File: src/rtl/cpa_pkg.sv
// cpa_pkg -- shared constants for the carry-propagate pipeline.
//   Default widths of the compressor outputs feeding cpa_pipe, the result
//   width and the low-segment split point, plus a helper that sizes the
//   upper segment adder.  Configuration macro used by the users of this
//   package: CPA_COUT_EN (adds bit W_OUT of the sum as a carry-out).
package cpa_pkg;

  localparam int W_A     = 14;  // wide redundant vector (weight 2^0)
  localparam int W_B     = 10;  // narrow redundant vector (weight 2^B_SHIFT)
  localparam int B_SHIFT = 3;
  localparam int W_OUT   = 14;  // result width, modulo 2^W_OUT
  localparam int SEG     = 7;   // bits resolved in stage 1
  localparam int W_HI    = W_OUT - SEG;

  // Width of the stage-2 adder: the upper result bits, plus one extra bit
  // when the carry-out (bit W_OUT of the full sum) is produced.
  function automatic int hi_width(input int w_out, input int seg, input bit cout_en);
    return w_out - seg + (cout_en ? 1 : 0);
  endfunction

endpackage

File: src/rtl/cpa_seg.sv
// cpa_seg -- combinational N-bit adder segment with carry in and carry out.
//   a, b  : N-bit addends
//   cin   : carry into bit 0
//   sum   : N-bit sum
//   cout  : carry out of bit N-1
module cpa_seg #(
  parameter int N = 7
) (
  input  logic [N-1:0] a,
  input  logic [N-1:0] b,
  input  logic         cin,
  output logic [N-1:0] sum,
  output logic         cout
);

  logic [N:0] full;

  assign full = (N+1)'(a) + (N+1)'(b) + (N+1)'(cin);
  assign sum  = full[N-1:0];
  assign cout = full[N];

endmodule

File: src/rtl/cpa_pipe.sv
// cpa_pipe -- final carry-propagate adder of the multiplier datapath.
//   Adds the compressor's redundant vectors: in_a at weight 2^0 and in_b at
//   weight 2^B_SHIFT, giving out_sum = (in_a + (in_b << B_SHIFT)) mod 2^W_OUT.
//   Two pipeline stages: stage 1 resolves the low SEG bits and its carry,
//   stage 2 resolves the upper bits.  Valid/ready handshakes on both sides,
//   full throughput, back-pressure ripples back one stage per cycle.
// Ports:
//   clk, rst            clock (rising edge), asynchronous active-high reset
//   in_valid/in_ready   input handshake (in_ready is combinational)
//   in_a [W_A], in_b [W_B]  redundant operand vectors
//   out_valid/out_ready output handshake
//   out_sum [W_OUT]     result
//   out_cout            bit W_OUT of the full sum; present only when the
//                       CPA_COUT_EN macro is defined
module cpa_pipe #(
  parameter int W_A     = cpa_pkg::W_A,
  parameter int W_B     = cpa_pkg::W_B,
  parameter int B_SHIFT = cpa_pkg::B_SHIFT,
  parameter int W_OUT   = cpa_pkg::W_OUT,
  parameter int SEG     = cpa_pkg::SEG
) (
  input  logic             clk,
  input  logic             rst,
  input  logic             in_valid,
  output logic             in_ready,
  input  logic [W_A-1:0]   in_a,
  input  logic [W_B-1:0]   in_b,
  output logic             out_valid,
  input  logic             out_ready,
`ifdef CPA_COUT_EN
  output logic             out_cout,
`endif
  output logic [W_OUT-1:0] out_sum
);

  import cpa_pkg::*;

`ifdef CPA_COUT_EN
  localparam bit COUT_EN = 1'b1;
`else
  localparam bit COUT_EN = 1'b0;
`endif

  // Operand width seen by the adders and width of the upper segment.
  localparam int W_X  = W_OUT + (COUT_EN ? 1 : 0);
  localparam int W_U  = hi_width(W_OUT, SEG, COUT_EN);
  localparam int W_UP = W_OUT - SEG;

  // ---------------------------------------------------------------- control
  logic s1_valid_reg;
  logic out_valid_reg;
  logic s1_en;
  logic s2_en;

  assign s2_en    = !out_valid_reg || out_ready;
  assign s1_en    = !s1_valid_reg || s2_en;
  assign in_ready = s1_en;
  assign out_valid = out_valid_reg;

  // ---------------------------------------------------------------- stage 1
  // Operands aligned to their weights; anything at or above bit W_X cannot
  // affect the kept result and is truncated here.
  logic [W_X-1:0] a_ext;
  logic [W_X-1:0] b_ext;

  assign a_ext = W_X'(in_a);
  assign b_ext = W_X'(in_b) << B_SHIFT;

  logic [SEG-1:0] lo_sum;
  logic           lo_carry;

  cpa_seg #(.N(SEG)) u_seg_lo (
    .a    (a_ext[SEG-1:0]),
    .b    (b_ext[SEG-1:0]),
    .cin  (1'b0),
    .sum  (lo_sum),
    .cout (lo_carry)
  );

  logic [SEG-1:0] s1_lo_reg;
  logic           s1_c1_reg;
  logic [W_U-1:0] s1_a_hi_reg;
  logic [W_U-1:0] s1_b_hi_reg;

  always_ff @(posedge clk or posedge rst) begin
    if (rst) begin
      s1_valid_reg <= 1'b0;
      s1_lo_reg    <= '0;
      s1_c1_reg    <= 1'b0;
      s1_a_hi_reg  <= '0;
      s1_b_hi_reg  <= '0;
    end else if (s1_en) begin
      s1_valid_reg <= in_valid;
      // Data only moves on an accepted operand; otherwise it is don't-care
      // behind s1_valid_reg and keeping it avoids toggling on idle cycles.
      if (in_valid) begin
        s1_lo_reg   <= lo_sum;
        s1_c1_reg   <= lo_carry;
        s1_a_hi_reg <= a_ext[W_X-1:SEG];
        s1_b_hi_reg <= b_ext[W_X-1:SEG];
      end
    end
  end

  // ---------------------------------------------------------------- stage 2
  logic [W_U-1:0] hi_sum;
  logic           hi_carry_unused;  // carry past the result is always dropped

  cpa_seg #(.N(W_U)) u_seg_hi (
    .a    (s1_a_hi_reg),
    .b    (s1_b_hi_reg),
    .cin  (s1_c1_reg),
    .sum  (hi_sum),
    .cout (hi_carry_unused)
  );

  logic [W_OUT-1:0] out_sum_reg;

  always_ff @(posedge clk or posedge rst) begin
    if (rst) begin
      out_valid_reg <= 1'b0;
      out_sum_reg   <= '0;
    end else if (s2_en) begin
      // Reloading in the same cycle the consumer takes the old word gives
      // full throughput with no bubble.
      out_valid_reg <= s1_valid_reg;
      if (s1_valid_reg) begin
        out_sum_reg <= {hi_sum[W_UP-1:0], s1_lo_reg};
      end
    end
  end

  assign out_sum = out_sum_reg;

`ifdef CPA_COUT_EN
  logic out_cout_reg;

  always_ff @(posedge clk or posedge rst) begin
    if (rst) begin
      out_cout_reg <= 1'b0;
    end else if (s2_en && s1_valid_reg) begin
      out_cout_reg <= hi_sum[W_U-1];
    end
  end

  assign out_cout = out_cout_reg;
`endif

endmodule

File: config.mk
export PLATFORM = sky130hd
export DESIGN_NAME = cpa_pipe
export DESIGN_NICKNAME = d
export VERILOG_FILES = /design/src/rtl/cpa_pkg.sv /design/src/rtl/cpa_seg.sv /design/src/rtl/cpa_pipe.sv
export SDC_FILE = /design/constraint.sdc
export NUM_CORES = 1
export LEC_CHECK = 0
export CORE_MARGIN = 2
export CORE_UTILIZATION = 45
export DETAILED_ROUTE_END_ITERATION = 8
export HOLD_SLACK_MARGIN = 0.15
export PLACE_DENSITY = 0.8
export SLEW_MARGIN = 20
export SYNTH_ARGS = -nofsm -noshare
export SYNTH_HDL_FRONTEND = slang
export SYNTH_SLANG_ARGS = --single-unit
export TNS_END_PERCENT = 30
File: constraint.sdc
create_clock -name clk -period 3.71 [get_ports clk]
set_clock_uncertainty 0.2 [all_clocks]
set_input_delay 0.371 -clock clk [delete_from_list [all_inputs] [get_ports clk]]
set_output_delay 0.371 -clock clk [all_outputs]
set_load 0.01 [all_outputs]
# Yosys cells after proc, flatten, opt, wreduce, memory -nomap -nowiden
# Cells that the tools add are included.
# word_totals
regBits	37
elab_cells	16
# op_classes
add_sub_neg	3
n_reduce_logical	6
# op_table
operator	n
$add 7x7->8	1
$add 7x1->7	1
$add 7x6->7	1
$reduce_and 2->1	2
$logic_not 1->1	2
$logic_or 1x1->1	2

# Logic depth before layout (Yosys ltp)
# logic_depth
depth_word	4
mapped_depth	7
ltp_nobuf	7

# By module
# A second synthesis with hierarchy kept.
# unflattened
hier_cells	157
hier_area_um2	2087.0
# by_module_without_submodules
mod	instances	cells_per_inst	area_each_um2	seq_area_each_um2
cpa_pipe	1	83	1456.4	925.9
cpa_seg	2	37	315.3	0.0

# Worst setup path after synthesis
# OpenSTA, ideal clock, no wires.
# synth_path
path_kind	reg-to-reg
from	register s1_c1_reg
to	register out_sum_reg[13], in the netlist out_sum[13]
setup_time_ps	92
arrival_time_ps	1744
required_time_ps	3418
slack_ps	1674
path_stages_with_launch	8
period_less_slack_ps	2036
cell_sequence	dfrtp_1 > fa_1 > inv_1 > fa_1 > nand2b_1 > a211oi_1 > o31a_1 > o31ai_2
# synth_via
elab_chain_cells	1
# synth_lines
element	line	rtl
from (decl)	cpa_pipe.sv:81	logic s1_c1_reg;
from (signal assigned)	cpa_pipe.sv:98	s1_c1_reg <= lo_carry;
$add 7x1->7	cpa_seg.sv:18	assign full = (N+1)'(a) + (N+1)'(b) + (N+1)'(cin);
to (signal assigned)	cpa_pipe.sv:128	out_sum_reg <= {hi_sum[W_UP-1:0], s1_lo_reg};
to (decl)	cpa_pipe.sv:117	logic [W_OUT-1:0] out_sum_reg;
# No other way between the ends.
# A chain may end at the register's enable or synchronous reset.

# Worst setup path in the final report
# Same ends and word-level chain as after synthesis.

==> Flow_metrics.wiki <==
{| class="wikitable"
! Metric !! Value
|-
| Ports placed on the boundary || 44
|-
| Overall Global Routing Usage || 0.156
|-
| Synthesized netlist net count || 177
|-
| Static power due to leakage || 0.00106 µW
|-
| Top achievable clock speed || 455 MHz
|-
| Number of DRC markers after the initial detailed-route iteration || 33
|-
| Wire length of the first global-routing pass || 4960 µm
|-
| Non-filler instance count after layout || 235
|-
| Source-to-sink clock delay at the later pin of the worst-skew pair || 0.30 ns
|-
| Total core area || 0.00394 mm²
|-
| Tightest slew margin relative to the limit || 0.563
|-
| Drt pass-1 iters || 4
|-
| HPWL Detailed || 2490 µm
|-
| Count of buffering cells on the critical path with inverters included || 1
|-
| Final Setup Violations || 0
|-
| CTS tree || yes
|-
| Drt via density || 4.87
|-
| Post CTS Setup Buffer Count || 0
|-
| Final min period || 2.20 ns
|-
| Number of antenna violations at the first check in global routing || 0
|-
| Number of flip-flops under the largest register name || 14
|-
| CP max FO || 2
|-
| Max rail drop VDD || 0.212 mV
|-
| Layout cells sized above 1 || 0.157
|-
| CP delay by family, top || adder cells
|-
| # resized after CTS || 0
|-
| Delay of the slowest cell on the worst path || 0.47 ns
|-
| Total of hold buffers inserted after clock tree synthesis || 0
|-
| Unrepaired setup endpoints after global routing || no
|-
| Met3 wire len || 158 µm
|-
| Number of global-route vias before repair || 1136
|-
| Total routed wirelength || 3160 µm
|-
| Final Max Slew Viols || 0
|-
| Gr ovfl total || 0
|-
| Layout net count || 224
|-
| CTS Root Buffer Type || sky130_fd_sc_hd__clkbuf_8
|-
| Final weighted congestion of routability-driven global placement || 0.791
|-
| # diodes || 0
|-
| Critical Path, Cell by Cell || fa_1 > inv_1 > fa_1 > nand2b_1 > a211oi_1 > o31a_1 > o31ai_2
|-
| Outcome || finished, final reports clean
|-
| Post-synth cell types || 28
|-
| Clock-pin slew on the worst setup and hold paths || 0.08 ns
|-
| Wire length the detailed router placed on met1 || 1290 µm
|-
| Cell repeated most along the worst path || sky130_fd_sc_hd__fa_1
|-
| Required time reported for the critical path endpoint || 3.71 ns
|-
| Cells after Synth || 137
|-
| Total number of clock tree sinks || 37
|-
| Number of port buffers || 43
|-
| Routed wire length per instance || 13.4 µm
|-
| Final Cell Area || 0.00236 mm²
|-
| HP Class || input port to async pin
|-
| Post-DP Area || 0.00227 mm²
|-
| Synthesized area divided by synthesized cell count || 13.2 µm²
|-
| Critical path capture point type || flop
|-
| Number of buffers created by CTS || 5
|-
| Layout Area Growth over Synthesis || 30.7%
|-
| Commonest non-fill, non-tap cells in the layout || 43 x sky130_fd_sc_hd__clkdlybuf4s50_1, 37 x sky130_fd_sc_hd__dfrtp_1, 13 x sky130_fd_sc_hd__nand2_1, 10 x sky130_fd_sc_hd__mux2_1, 10 x sky130_fd_sc_hd__mux2_4
|-
| Worst-Margin Slew || 0.655 ns
|-
| Top routing layer used || met4
|-
| Arrival time at the worst endpoint || 2.19 ns
|-
| Proportion of synthesized chip area in sequential cells || 0.513
|-
| Critical path startpoint category || flop
|-
| Remaining antenna violation count || 0
|-
| Critical path start-end classification || flop to flop
|-
| Total number of vias || 1145
|-
| Synth Cell Area || 0.00180 mm²
|-
| Power density over cell area || 532 mW/mm²
|-
| Largest net degree at the start of global routing || 26
|-
| Area of the die || 0.00453 mm²
|-
| Warnings, synthesis || 0
|-
| Register bit count reported by yosys || 37
|-
| Leading cell type in the layout, fill and taps excluded || sky130_fd_sc_hd__clkdlybuf4s50_1
|-
| TNS Setup || 0 ns
|-
| Die width || 67.3 µm
|-
| Final hold violations || 0
|-
| FP Rows || 23
|-
| Effective utilization at floorplan || 0.458
|-
| CTS H-tree lvls || 2
|-
| Die height || 67.3 µm
|-
| Standard cell with the maximum stage delay on the critical path || sky130_fd_sc_hd__fa_1
|-
| Post-Place Cells || 227
|-
| Maximum count of clock buffers along a single path || 2
|-
| Wire length on met2 || 1670 µm
|-
| Remaining design rule violation count || 0
|-
| Number of maximum-capacitance violations || 0
|-
| Period utilization || 0.592
|}
[power by group]
| group | leakage [µW] | switching, µW | internal [µW] |
|---|---|---|---|
| clock network | 0.0000374 | 141 | 132 |
| logic | 0.000586 | 172 | 249 |
| registers | 0.000438 | 61.0 | 499 |
[area by class of cell]
class	instances	area (µm²)
Clock buffer	6	72.6
Clock inverter	2	15.0
Fill cell	311	1590
Inverter	8	30.0
Multi-Input combinational cell	88	813
Sequential cell	37	926
Tap cell	50	62.6
Timing Repair Buffer	44	438
[path summary, 6_finish.rpt]
check	startpoint	to	slack, ns	cells after the start
worst max-delay path	s1_c1_reg$_DFFE_PP0P_	out_sum[13]$_DFFE_PP0P_	1.51	7
worst min-delay path	rst	s1_c1_reg$_DFFE_PP0P_	0.26	2
worst max register to register	s1_c1_reg$_DFFE_PP0P_	out_sum[13]$_DFFE_PP0P_	1.51	7
worst min register to register	s1_lo_reg[4]$_DFFE_PP0P_	s1_lo_reg[4]$_DFFE_PP0P_	0.27	2
max in group asynchronous	rst	s1_a_hi_reg[4]$_DFFE_PP0P_	2.34	3
min in group clk	s1_lo_reg[4]$_DFFE_PP0P_	s1_lo_reg[4]$_DFFE_PP0P_	0.27	2
[cell families after synthesis]
| logic type | synth area share |
|---|---|
| flops | 0.513 |
| mux | 0.177 |
| fa+ha+maj | 0.0957 |
| compound gates | 0.0742 |
| xor+xnor | 0.0291 |
| buf+inv | 0.0361 |
| simple gates | 0.0749 |
[layer usage]
layer  GRT usage  vias up
met5           0        -
met4      0.0842        0
met3      0.0550        5
met2       0.261       31
met1       0.173      549
li1            -      560
[worst reg2reg max path: stages (launching register included)]
cell,delay [ns]
sky130_fd_sc_hd__dfrtp_1,0.40
sky130_fd_sc_hd__fa_1,0.47
sky130_fd_sc_hd__inv_1,0.10
sky130_fd_sc_hd__fa_1,0.20
sky130_fd_sc_hd__nand2b_1,0.13
sky130_fd_sc_hd__a211oi_1,0.09
sky130_fd_sc_hd__o31a_1,0.29
sky130_fd_sc_hd__o31ai_2,0.21
[synth_stat cells, drive strengths merged]
master | instances | area (µm²)
inv | 8 | 30.0
a211oi | 2 | 20.0
and2 | 1 | 6.26
nor2 | 4 | 17.5
ha | 9 | 113
xor2 | 3 | 26.3
mux2 | 25 | 319
nand2 | 14 | 60.1
buf | 4 | 35.0
nand3b | 1 | 20.0
a21o | 2 | 15.0
dfrtp | 37 | 926
o31ai | 2 | 25.0
nor4 | 1 | 6.26
o31a | 1 | 8.76
a21oi | 4 | 20.0
o21ai | 9 | 45.0
fa | 3 | 60.1
nand2b | 4 | 25.0
xnor2 | 3 | 26.3
[through the flow]
step | util | setup WS, ns | total power, µW | hold WS, ns
2_1_floorplan | - | 1.67 | 797 | 0.242
3_3_place_gp | 0.576 | 1.56 | 983 | 0.255
3_5_place_dp | 0.576 | 1.50 | 1000 | 0.265
4_1_cts | 0.598 | 1.48 | 1280 | 0.276
5_1_grt | 0.598 | 1.39 | 1340 | 0.324
6_report | 0.598 | 1.51 | 1250 | 0.256
No activity file was read; power rests on OpenSTA's default activity.
